File: src/rtl/alu_sched_pkg.sv
// rtl/alu_sched_pkg.sv - shared types and constants for the ALU request scheduler
package alu_sched_pkg;

    typedef enum logic [1:0] {
        IDLE  = 2'd0,
        ISSUE = 2'd1,
        WAIT  = 2'd2,
        RESP  = 2'd3
    } sched_state_e;

    // Captured ALU status, packed in rsp_flags bit order {ERR,OFLOW,COUT,G,L,E}
    typedef struct packed {
        logic err;
        logic oflow;
        logic cout;
        logic g;
        logic l;
        logic e;
    } alu_flags_t;

    localparam logic [3:0] CMD_MUL_INC = 4'd9;
    localparam logic [3:0] CMD_MUL_SHL = 4'd10;

    // Multiply commands take the longer ALU latency
    function automatic logic is_mul(input logic mode, input logic [3:0] cmd);
        return mode && ((cmd == CMD_MUL_INC) || (cmd == CMD_MUL_SHL));
    endfunction

endpackage

File: src/rtl/alu_req_scheduler_rr_arbiter.sv
// rtl/alu_req_scheduler_rr_arbiter.sv - combinational round-robin priority search
module rr_arbiter #(
    parameter int N = 4
) (
    input  logic [N-1:0]         req,
    input  logic [$clog2(N)-1:0] ptr,
    output logic [N-1:0]         grant,
    output logic [$clog2(N)-1:0] grant_idx,
    output logic                 any
);

    localparam int PW = $clog2(N);

    // Scan from the farthest offset back to ptr so the nearest request at or after ptr wins
    always_comb begin
        grant_idx = '0;
        any       = 1'b0;
        for (int k = N - 1; k >= 0; k--) begin
            int j;
            j = int'(ptr) + k;
            if (j >= N) begin
                j = j - N;
            end
            if (req[j]) begin
                grant_idx = PW'(j);
                any       = 1'b1;
            end
        end
        grant = '0;
        if (any) begin
            grant[grant_idx] = 1'b1;
        end
    end

endmodule

File: src/rtl/alu_req_scheduler.sv
// rtl/alu_req_scheduler.sv - round-robin sharing of one ALU between several requesters
module alu_req_scheduler
    import alu_sched_pkg::*;
#(
    parameter int NUM_REQ = 4,
    parameter int DATA_W  = 8,
    parameter int ALU_LAT = 1,
    parameter int MUL_LAT = 2
) (
    input  logic                          CLK,
    input  logic                          RST,
    input  logic [NUM_REQ-1:0]            req_valid,
    output logic [NUM_REQ-1:0]            req_ready,
    input  logic [NUM_REQ-1:0]            req_mode,
    input  logic [NUM_REQ*4-1:0]          req_cmd,
    input  logic [NUM_REQ*2-1:0]          req_inp_vld,
    input  logic [NUM_REQ-1:0]            req_cin,
    input  logic [NUM_REQ*DATA_W-1:0]     req_opa,
    input  logic [NUM_REQ*DATA_W-1:0]     req_opb,
    output logic                          rsp_valid,
    input  logic                          rsp_ready,
    output logic [$clog2(NUM_REQ)-1:0]    rsp_id,
    output logic [DATA_W:0]               rsp_res,
    output logic [5:0]                    rsp_flags,
    output logic                          alu_ce,
    output logic [1:0]                    alu_inp_vld,
    output logic                          alu_mode,
    output logic [3:0]                    alu_cmd,
    output logic                          alu_cin,
    output logic [DATA_W-1:0]             alu_opa,
    output logic [DATA_W-1:0]             alu_opb,
    input  logic [DATA_W:0]               alu_res,
    input  logic                          alu_err,
    input  logic                          alu_oflow,
    input  logic                          alu_cout,
    input  logic                          alu_g,
    input  logic                          alu_l,
    input  logic                          alu_e
);

    localparam int ID_W  = $clog2(NUM_REQ);
    localparam int LAT_W = 8;

    sched_state_e         state_q, state_d;
    logic [ID_W-1:0]      rr_ptr_q, rr_ptr_d;
    logic [ID_W-1:0]      id_q, id_d;
    logic [LAT_W-1:0]     lat_cnt_q, lat_cnt_d;
    logic                 mode_q, mode_d;
    logic                 cin_q, cin_d;
    logic [3:0]           cmd_q, cmd_d;
    logic [1:0]           inp_q, inp_d;
    logic [DATA_W-1:0]    opa_q, opa_d;
    logic [DATA_W-1:0]    opb_q, opb_d;
    logic [DATA_W:0]      res_q, res_d;
    alu_flags_t           flags_q, flags_d;

    logic [NUM_REQ-1:0]   grant;
    logic [ID_W-1:0]      grant_idx;
    logic                 grant_any;
    logic [NUM_REQ-1:0]   req_ready_c;

    rr_arbiter #(.N(NUM_REQ)) u_arb (
        .req       (req_valid),
        .ptr       (rr_ptr_q),
        .grant     (grant),
        .grant_idx (grant_idx),
        .any       (grant_any)
    );

    // State, request latch and response registers; reset aborts any op in flight
    always_ff @(posedge CLK or posedge RST) begin
        if (RST) begin
            state_q   <= IDLE;
            rr_ptr_q  <= '0;
            id_q      <= '0;
            lat_cnt_q <= '0;
            mode_q    <= 1'b0;
            cin_q     <= 1'b0;
            cmd_q     <= '0;
            inp_q     <= '0;
            opa_q     <= '0;
            opb_q     <= '0;
            res_q     <= '0;
            flags_q   <= '0;
        end else begin
            state_q   <= state_d;
            rr_ptr_q  <= rr_ptr_d;
            id_q      <= id_d;
            lat_cnt_q <= lat_cnt_d;
            mode_q    <= mode_d;
            cin_q     <= cin_d;
            cmd_q     <= cmd_d;
            inp_q     <= inp_d;
            opa_q     <= opa_d;
            opb_q     <= opb_d;
            res_q     <= res_d;
            flags_q   <= flags_d;
        end
    end

    // Grant, issue, latency wait and response hold sequencing
    always_comb begin
        state_d     = state_q;
        rr_ptr_d    = rr_ptr_q;
        id_d        = id_q;
        lat_cnt_d   = lat_cnt_q;
        mode_d      = mode_q;
        cin_d       = cin_q;
        cmd_d       = cmd_q;
        inp_d       = inp_q;
        opa_d       = opa_q;
        opb_d       = opb_q;
        res_d       = res_q;
        flags_d     = flags_q;
        req_ready_c = '0;
        case (state_q)
            IDLE: begin
                if (grant_any) begin
                    req_ready_c = grant;
                    id_d        = grant_idx;
                    mode_d      = req_mode[grant_idx];
                    cin_d       = req_cin[grant_idx];
                    cmd_d       = req_cmd[grant_idx*4 +: 4];
                    inp_d       = req_inp_vld[grant_idx*2 +: 2];
                    opa_d       = req_opa[grant_idx*DATA_W +: DATA_W];
                    opb_d       = req_opb[grant_idx*DATA_W +: DATA_W];
                    rr_ptr_d    = (grant_idx == ID_W'(NUM_REQ - 1)) ? '0 : grant_idx + ID_W'(1);
                    state_d     = ISSUE;
                end
            end
            ISSUE: begin
                lat_cnt_d = is_mul(mode_q, cmd_q) ? LAT_W'(MUL_LAT) : LAT_W'(ALU_LAT);
                state_d   = WAIT;
            end
            WAIT: begin
                lat_cnt_d = lat_cnt_q - LAT_W'(1);
                if (lat_cnt_q == LAT_W'(1)) begin
                    res_d   = alu_res;
                    flags_d = '{err: alu_err, oflow: alu_oflow, cout: alu_cout,
                                g: alu_g, l: alu_l, e: alu_e};
                    state_d = RESP;
                end
            end
            RESP: begin
                if (rsp_ready) begin
                    state_d = IDLE;
                end
            end
            default: state_d = IDLE;
        endcase
    end

    // Reset forces the accept pulse low even though the grant path is combinational
    assign req_ready   = RST ? '0 : req_ready_c;

    assign rsp_valid   = (state_q == RESP);
    assign rsp_id      = id_q;
    assign rsp_res     = res_q;
    assign rsp_flags   = flags_q;

    assign alu_ce      = (state_q == ISSUE) || (state_q == WAIT);
    assign alu_inp_vld = (state_q == ISSUE) ? inp_q : 2'b00;
    assign alu_mode    = mode_q;
    assign alu_cmd     = cmd_q;
    assign alu_cin     = cin_q;
    assign alu_opa     = opa_q;
    assign alu_opb     = opb_q;

endmodule

File: config.mk
export PLATFORM = sky130hd
export DESIGN_NAME = alu_req_scheduler
export DESIGN_NICKNAME = d
export VERILOG_FILES = /design/src/rtl/alu_sched_pkg.sv /design/src/rtl/alu_req_scheduler_rr_arbiter.sv /design/src/rtl/alu_req_scheduler.sv
export SDC_FILE = /design/constraint.sdc
export NUM_CORES = 1
export LEC_CHECK = 0
export BUFFER_PORTS_ARGS = -buffer_cell sky130_fd_sc_hd__buf_2
export CORE_MARGIN = 4
export CORE_UTILIZATION = 45
export CTS_CLUSTER_SIZE = 8
export DETAILED_ROUTE_END_ITERATION = 10
export PLACE_DENSITY = 0.79
export SYNTH_ARGS = -nofsm -noshare
export SYNTH_HDL_FRONTEND = slang
export SYNTH_HIERARCHICAL = 1
export SYNTH_SLANG_ARGS = --single-unit
File: constraint.sdc
create_clock -name CLK -period 2.59 [get_ports CLK]
set_input_delay 0.1295 -clock CLK [delete_from_list [all_inputs] [get_ports CLK]]
set_output_delay 0.1295 -clock CLK [all_outputs]
set_load 0.01 [all_outputs]
==> flow_metrics.env, run 1 <==
export IMPL_maxCapViolations=0
export IMPL_grt_antenna_before_repair=0
export IMPL_num_rows=30
export IMPL_syn_num_nets=353
export IMPL_numPortBuffers=164
export IMPL_busiest_layer="met2"
export IMPL_drive_above_1_share_pct=64.0
export IMPL_finalWorstSetupSlack_ns=0.265
export IMPL_crit_type="register to register"
export IMPL_holdCritPathClass="input pin to register"
export IMPL_finalSetupTns_ns=0
export IMPL_drt_antenna_violating_nets=0
export IMPL_worst_r2r_setup_slack_ns=0.26
export IMPL_slew_headroom_pct=60.0
export IMPL_period_needed_ns=2.33
export IMPL_finalPower_mw=1.70
export IMPL_syn_area_um2=3120
export IMPL_netlist_area_leader_share_pct=42.6
export IMPL_vdd_drop_max_uv=252
export IMPL_skew_ns=0.0101
export IMPL_crit_path_end_kind="register"
export IMPL_cts_resized=0
export IMPL_grt_use_total_pct=20.3
export IMPL_worst_setup_path_start_kind="register"
export IMPL_crit_chain="mux2i_1 -> o22ai_1 -> a31oi_4 -> buf_12 -> mux4_2 -> mux2_2"
export IMPL_synth_mux_area_share_pct=34.4
export IMPL_htree_levels=2
export IMPL_synth_simple_area_share_pct=7.15
export IMPL_rr_worst_depth=6
export IMPL_dp_slack_ns=0.280
export IMPL_worst_slew_pin_slew_ns=0.592
export IMPL_cts_buffers=5
export IMPL_ys_flop_type="dfrtp_1"
export IMPL_die_x_um=91.2
export IMPL_dp_cells=463
export IMPL_power_density_nw_per_um2=411
export IMPL_routedWlPerCell_um=17.4
export IMPL_grt_util_met2_pct=35.6
export IMPL_whs_path_depth=2
export IMPL_syn_inst=228
export IMPL_die_height_um=91.2
export IMPL_yosysTopAreaCell="dfrtp_1"
export IMPL_areaGrowthSynthToFinish_pct=32.9
export IMPL_start_util_pct=46.1
export IMPL_yosys_top_cells_area="dfrtp_1, mux4_2, mux2_2"
export IMPL_timing_hold_ws_ns=0.0360
export IMPL_synthAdderAreaFrac_pct=2.81
export IMPL_first_iter_violations=43
export IMPL_cts_sinks=53
export IMPL_synth_xor_area_share_pct=1.12
export IMPL_antenna_cells=0
export IMPL_drc=0
export IMPL_status="finished, final reports clean"
export IMPL_mostFrequentLayoutCells="buf_2, dfrtp_1, mux2_2"
export IMPL_instances_no_fill=472
export IMPL_rr_endpoint="alu_opa[6]"
export IMPL_hold_viol=0
export IMPL_routabilityCongestion=0.820
export IMPL_synth_edff_count=0
export IMPL_yosys_warnings=6
export IMPL_min_to="rsp_flags[2]"
export IMPL_place_area_um2=4010
export IMPL_post_cts_setup_buffers=0
export IMPL_grt_start_max_net_pins=29
export IMPL_cts_tree="built"
export IMPL_grt_pass1_vias=2789
export IMPL_clk_pin_slew_ns=0.11
export IMPL_fin_nets=516
export IMPL_leakage_nw=2.17
export IMPL_ys_seq_area_share_pct=42.6
export IMPL_clk_latency_ns=0.32
export IMPL_finalSetupViolCount=0
export IMPL_mostFrequentLayoutCell="buf_2"
export IMPL_slowest_delay_ns=0.56
export IMPL_fmax_mhz=430
export IMPL_met3_usage_pct=5.55
export IMPL_clockRootBuffer="clkbuf_8"
export IMPL_die_area_um2=8320
export IMPL_crit_path_max_fanout=24
export IMPL_clock_path_buffers=2
export IMPL_cpMaxStageDelayCell="dfrtp_1"
export IMPL_ios=165
export IMPL_design_area_um2=4140
export IMPL_finalCritPeriodShare_pct=89.8
export IMPL_worstHoldStart="alu_g"
export IMPL_crit_required_ns=2.79
export IMPL_grt_overflow=0
export IMPL_hpwlAfterDp_mm=6.55
export IMPL_drt_total_wl_mm=8.20
export IMPL_core_um2=6760
export IMPL_num_vias=2557
export IMPL_r2r_start="rr_ptr_q[1]"
export IMPL_rsz0062_at_grt="false"
export IMPL_fin_util_pct=61.3
export IMPL_synth_seq_cells=53
export IMPL_met1_usage_pct=23.8
export IMPL_synth_top_family_by_area="multiplexers"
export IMPL_crit_arrival_ns=2.53
export IMPL_synth_async_sr_flop_share_pct=100
export IMPL_avgSynthCellArea_um2=13.7
export IMPL_synth_compound_area_share_pct=6.83
export IMPL_dr_pass1_iters=4
export IMPL_grt_pass1_wl_mm=13.4
export IMPL_synth_cell_types=43
export IMPL_avgViaCountPerCell=5.42
export IMPL_maxSlewViolCount=0
==> power by group <==
group	leakage, nW	switching [mW]	internal (mW)	total (mW)
clock network	0.0543	0.299	0.290	0.589
registers	0.670	0.00574	0.839	0.844
logic	1.45	0.104	0.165	0.270
==> worst max-delay path: cells and delay by family, from the launching register on <==
kind	cells	cell delay (ns)
mux	3	1.07
flops	1	0.56
compound gates	2	0.34
buf+inv	1	0.23
==> cell type report <==
cell class,instances,area [um2]
inverters,14,52.6
multi-input cells,146,1640
flip-flops and latches,53,1330
clock inverters,3,46.3
repair buffers,171,901
fillers,582,2620
well taps,80,100
clock buffers,5,68.8
==> worst max-delay path by stage <==
stage | to | start | cells after the start | slack, ns
6_report | alu_opa[6] | rr_ptr_q[1] | 6 | 0.26
2_1_floorplan | alu_opa[0] | rr_ptr_q[1] | 8 | 0.39
3_3_place_gp | alu_opa[4] | rr_ptr_q[1] | 6 | 0.40
5_1_grt | alu_opb[4] | rr_ptr_q[1] | 6 | 0.11
4_1_cts | alu_opa[6] | rr_ptr_q[1] | 6 | 0.26
3_5_place_dp | alu_opa[6] | rr_ptr_q[1] | 6 | 0.28
==> Yosys cell counts (2+ instances only) <==
cell	number
nor2_1	10
o21ai_0	8
a21boi_0	2
buf_4	3
mux2_4	10
xor2_1	2
nor2b_1	3
o221a_2	2
o21ai_1	2
xnor2_1	2
buf_2	2
buf_6	5
inv_1	14
clkbuf_1	2
and2_1	3
mux2i_1	2
buf_1	3
a21oi_1	4
nor3b_1	5
nand2_1	9
mux2_2	32
mux4_2	24
dfrtp_1	53
ha_1	7
==> registers in the layout, indices dropped and copies added (netlist names) <==
name       flops
alu_cin        1
alu_cmd        4
alu_mode       1
alu_opa        8
alu_opb        8
inp_q          2
lat_cnt_q      8
rr_ptr_q       2
rsp_flags      6
rsp_id         2
rsp_res        9
state_q        2
==> per-layer routing <==
metal | vias to the layer above | routed length [um]
li1 | 1175 | -
met3 | 15 | 608
met4 | 0 | 176
met1 | 1247 | 3190
met5 | - | 0
met2 | 120 | 4230
==> cells by family (layout without fill, tap and decap cells) <==
kind of cell             Yosys count  after routing
multiplexers                      68             68
flip-flops                        53             53
AND/OR/NAND/NOR                   37             37
AO/OA/AOI/OAI                     30             30
buffers and inverters             29            193
adder cells (fa/ha/maj)            7              7
XOR/XNOR                           4              4
==> repair_timing <==
action / CTS / global route
hold endpoints to repair: 26 / 0
hold buffers: 1 / 0
endpoints found under the setup margin: 0 / 0
No activity file was read; power rests on OpenSTA's default activity.
==> inputs of run 2 (changes only) <==
Settings changed: RECOVER_POWER from default to 100.
==> run 2 against run 1 <==
Effect of this change: total power decreased by 0.84%; design area down 3.2%; final cell count is the same; via count up 0.23%; clock skew down 0.00059 ns; routed wire length decreased by 0.52%; combinational power down 4%; worst hold slack worse by 0.013 ns; sequential cell count did not move; highest routed layer unchanged.
==> flow_metrics.env, run 2 (same netlist as run 1, synthesis figures left out) <==
export IMPL_grt_pass1_vias=2789
export IMPL_routedWlPerCell_um=17.3
export IMPL_start_util_pct=46.1
export IMPL_cts_buffers=5
export IMPL_multi_input_area_um2=1580
export IMPL_r2r_start="rr_ptr_q[1]"
export IMPL_rr_endpoint="alu_opa[6]"
export IMPL_grt_use_total_pct=20.3
export IMPL_slew_headroom_pct=30.3
export IMPL_holdCritPathClass="input pin to register"
export IMPL_cts_sinks=53
export IMPL_finalSetupViolCount=0
export IMPL_finalCritPeriodShare_pct=90.0
export IMPL_status="finished, final reports clean"
export IMPL_cpMaxStageDelayCell="dfrtp_1"
export IMPL_worstHoldStart="alu_res[3]"
export IMPL_drc=0
export IMPL_min_to="rsp_res[3]"
export IMPL_maxCapViolations=0
export IMPL_grt_overflow=0
export IMPL_rsz0062_at_grt="false"
export IMPL_grt_antenna_before_repair=0
export IMPL_whs_path_depth=2
export IMPL_grt_pass1_wl_mm=13.4
export IMPL_crit_arrival_ns=2.53
export IMPL_die_height_um=91.2
export IMPL_worst_slew_pin_slew_ns=1.05
export IMPL_num_vias=2563
export IMPL_areaGrowthSynthToFinish_pct=28.6
export IMPL_drt_antenna_violating_nets=0
export IMPL_hold_viol=0
export IMPL_maxSlewViolCount=0
export IMPL_mostFrequentLayoutCells="buf_2, dfrtp_1, clkbuf_1"
export IMPL_avgViaCountPerCell=5.43
export IMPL_fin_nets=516
export IMPL_crit_path_max_fanout=24
export IMPL_antenna_cells=0
export IMPL_routabilityCongestion=0.820
export IMPL_finalWorstSetupSlack_ns=0.259
export IMPL_vdd_drop_max_uv=252
export IMPL_ios=165
export IMPL_dp_slack_ns=0.280
export IMPL_clockRootBuffer="clkbuf_8"
export IMPL_grt_start_max_net_pins=29
export IMPL_cts_tree="built"
export IMPL_hpwlAfterDp_mm=6.55
export IMPL_slowest_delay_ns=0.56
export IMPL_drt_total_wl_mm=8.16
export IMPL_power_density_nw_per_um2=422
export IMPL_clock_path_buffers=2
export IMPL_skew_ns=0.00948
export IMPL_drive_above_1_share_pct=48.7
export IMPL_htree_levels=2
export IMPL_finalPower_mw=1.69
export IMPL_finalSetupTns_ns=0
export IMPL_crit_path_end_kind="register"
export IMPL_cts_resized=0
export IMPL_die_area_um2=8320
export IMPL_worst_setup_path_start_kind="register"
export IMPL_numPortBuffers=164
export IMPL_worst_r2r_setup_slack_ns=0.26
export IMPL_mostFrequentLayoutCell="buf_2"
export IMPL_period_needed_ns=2.33
export IMPL_fmax_mhz=429
export IMPL_crit_chain="mux2i_1 -> o22ai_1 -> a31oi_4 -> buf_12 -> mux4_2 -> mux2_2"
export IMPL_clk_latency_ns=0.31
export IMPL_core_um2=6760
export IMPL_num_rows=30
export IMPL_dr_pass1_iters=4
export IMPL_die_x_um=91.2
export IMPL_crit_required_ns=2.79
export IMPL_fillers=621
export IMPL_regArea_um2=1330
export IMPL_largest_register_ffs=9
export IMPL_leakage_nw=1.96
export IMPL_rr_worst_depth=6
export IMPL_first_iter_violations=44
export IMPL_crit_type="register to register"
export IMPL_clk_pin_slew_ns=0.10
[run 2: changes by cell type in the layout (fill, tap and decap cells not counted), sizes merged]
cell / before / now
buf: 170 / 121
clkbuf: 5 / 54
[run 2: layer usage]
metal,vias up,part of all wire (%),global-route usage [%]
met5,-,0,0
met1,1254,38,23.8
met3,15,7.8,5.55
met4,0,2.2,7.16
li1,1175,-,-
met2,119,52,35.6
[run 2: worst max-delay path, delay by kind of cell (launching register included)]
kind / cells / cell delay [ns]
compound gates: 2 / 0.34
mux: 3 / 1.07
flops: 1 / 0.56
buf+inv: 1 / 0.23
[run 2: worst max-delay path by stage]
stage / from / to / depth (start not counted)
after CTS: rr_ptr_q[1] / alu_opa[6] / 6
after detailed placement: rr_ptr_q[1] / alu_opa[6] / 6
after global placement: rr_ptr_q[1] / alu_opa[4] / 6
final: rr_ptr_q[1] / alu_opa[6] / 6
after global routing: rr_ptr_q[1] / alu_opb[4] / 6
after floorplan: rr_ptr_q[1] / alu_opa[0] / 8
[run 2: what timing repair did]
action | 4_1_cts | 5_1_grt
hold buffers | 1 | 0
endpoints found under the hold margin | 26 | 0
setup buffers | 0 | 0
[run 2: cell type report]
class	count	area share, %
multi-input cells	146	39.4
flip-flops and latches	53	33.1
repair buffers	171	20.8
well taps	80	2.50
clock buffers	5	1.72
inverters	14	1.31
clock inverters	3	1.16
[run 2: where the power goes]
group / internal, mW / total [mW] / switching, mW
registers: 0.839 / 0.844 / 0.00578
clock network: 0.290 / 0.586 / 0.296
logic: 0.155 / 0.258 / 0.103
total: 1.28 / 1.69 / 0.405
[run 2: metrics by stage]
step           utilization (%)  hold slack, ns  instance area (um2)  cells
3_5_place_dp              59.4           0.264                 4010    463
2_1_floorplan                -           0.278                 3120    228
6_report                  59.3          0.0228                 4010    472
5_1_grt                   59.3          0.0300                 4010    472
4_1_cts                   61.3          0.0343                 4140    472
3_3_place_gp              59.4           0.263                 4010    463
==> inputs of run 3 (changes only) <==
Settings changed: PLACE_DENSITY 0.79 to 0.8.
==> run 3 against run 2 <==
Effect of this change: via count decreased by 2.1%; largest cell class unchanged; largest power group unchanged; routed wire length decreased by 3.2%; non-clock buffer count unchanged; critical path type unchanged.
==> flow_metrics.env, run 3 (same netlist as run 1, synthesis figures left out) <==
export IMPL_instances_no_fill=472
export IMPL_status="finished, final reports clean"
export IMPL_worst_slew_pin_slew_ns=0.817
export IMPL_areaGrowthSynthToFinish_pct=27.2
export IMPL_first_iter_violations=47
export IMPL_worst_r2r_setup_slack_ns=0.22
export IMPL_core_um2=6760
export IMPL_die_area_um2=8320
export IMPL_crit_path_end_kind="register"
export IMPL_htree_levels=2
export IMPL_cpMaxStageDelayCell="mux4_2"
export IMPL_slew_headroom_pct=45.6
export IMPL_largest_register_ffs=9
export IMPL_finalSetupTns_ns=0
export IMPL_hpwlAfterDp_mm=6.46
export IMPL_drive_above_1_share_pct=48.5
export IMPL_mostFrequentLayoutCells="buf_2, dfrtp_1, clkbuf_1"
export IMPL_grt_use_total_pct=18.9
export IMPL_power_density_nw_per_um2=400
export IMPL_clk_latency_ns=0.31
export IMPL_grt_pass1_vias=2637
export IMPL_mostFrequentLayoutCell="buf_2"
export IMPL_grt_overflow=0
export IMPL_crit_arrival_ns=2.56
export IMPL_crit_type="register to register"
export IMPL_crit_required_ns=2.78
export IMPL_grt_start_max_net_pins=35
export IMPL_cpLargestDelayFamily="multiplexers"
export IMPL_rsz0062_at_grt="false"
export IMPL_clockRootBuffer="clkbuf_8"
export IMPL_rr_worst_depth=6
export IMPL_drt_antenna_violating_nets=0
export IMPL_clk_pin_slew_ns=0.11
export IMPL_die_height_um=91.2
export IMPL_timing_hold_ws_ns=0.0246
export IMPL_worst_setup_path_start_kind="register"
export IMPL_dp_cells=463
export IMPL_avgViaCountPerCell=5.31
export IMPL_antenna_cells=0
export IMPL_leakage_nw=1.94
export IMPL_worstHoldStart="alu_res[7]"
export IMPL_grt_antenna_before_repair=0
export IMPL_vdd_drop_max_uv=205
export IMPL_cts_buffers=5
export IMPL_start_util_pct=46.1
export IMPL_r2r_start="rr_ptr_q[1]"
export IMPL_crit_path_max_fanout=13
export IMPL_cts_resized=0
export IMPL_grt_pass1_wl_mm=12.6
export IMPL_rr_endpoint="alu_opa[0]"
export IMPL_fmax_mhz=422
export IMPL_clock_path_buffers=2
export IMPL_cts_sinks=53
export IMPL_cts_tree="built"
export IMPL_slowest_delay_ns=0.55
export IMPL_num_rows=30
export IMPL_finalSetupViolCount=0
export IMPL_numPortBuffers=164
export IMPL_routabilityCongestion=0.770
export IMPL_finalCritPeriodShare_pct=91.4
export IMPL_whs_path_depth=2
export IMPL_routedWlPerCell_um=16.7
export IMPL_skew_ns=0.0107
export IMPL_maxCapViolations=0
export IMPL_maxSlewViolCount=0
export IMPL_fin_nets=516
export IMPL_num_vias=2508
export IMPL_drt_total_wl_mm=7.90
export IMPL_ios=165
export IMPL_period_needed_ns=2.37
export IMPL_die_x_um=91.2
export IMPL_min_to="rsp_res[7]"
export IMPL_drc=0
export IMPL_holdCritPathClass="input pin to register"
export IMPL_dr_pass1_iters=4
export IMPL_hold_viol=0
export IMPL_path_buf_inv=1
export IMPL_crit_chain="mux2i_1 -> o22ai_1 -> a31oi_4 -> clkbuf_4 -> mux4_2 -> mux2_2"
run 3: cell type report:
class / count / area, um2
inverter: 14 / 52.6
tap: 80 / 100
fill: 620 / 2790
clock buffer: 5 / 68.8
multi-input combinational: 146 / 1580
timing repair buffer: 171 / 810
clock inverter: 3 / 25.0
sequential: 53 / 1330
run 3: worst max path at each step:
stage / depth (start not counted) / endpoint / startpoint / slack [ns]
floorplan: 8 / alu_opa[0] / rr_ptr_q[1] / 0.39
global placement: 6 / alu_opa[7] / rr_ptr_q[1] / 0.35
detailed placement: 6 / alu_opb[1] / rr_ptr_q[1] / 0.25
CTS: 6 / alu_opb[1] / rr_ptr_q[1] / 0.23
global route: 5 / alu_opb[0] / state_q[0] / 0.05
finish: 6 / alu_opa[0] / rr_ptr_q[1] / 0.22
run 3: metrics by stage:
| step | utilization [%] | power (mW) | cell area [um2] | worst slack [ns] |
|---|---|---|---|---|
| after floorplan | - | 1.01 | 3120 | 0.391 |
| after global placement | 59.4 | 1.12 | 4010 | 0.354 |
| after detailed placement | 59.4 | 1.13 | 4010 | 0.249 |
| after CTS | 60.9 | 1.62 | 4120 | 0.230 |
| after global routing | 58.6 | 1.66 | 3960 | 0.0457 |
| final | 58.6 | 1.59 | 3960 | 0.223 |
run 3: report_power, final:
| part | switching, mW | total (mW) | internal (mW) | leakage [nW] |
|---|---|---|---|---|
| sequential | 0.00589 | 0.845 | 0.839 | 0.670 |
| clock | 0.293 | 0.489 | 0.196 | 0.0447 |
| combinational | 0.103 | 0.253 | 0.150 | 1.22 |
run 3: per-layer routing:
layer / vias up / share of wire [%] / GRT usage, % / wire [um]
li1: 1175 / - / - / -
met1: 1228 / 39 / 21.9 / 3070
met2: 99 / 54 / 35.1 / 4290
met3: 6 / 5.9 / 4.56 / 468
met4: 0 / 0.82 / 4.02 / 65
met5: - / 0 / 0 / 0
run 3: what timing repair did:
item | CTS | global route
setup buffers | 0 | 0
hold buffers | 1 | 0
endpoints found under the hold margin | 19 | 0
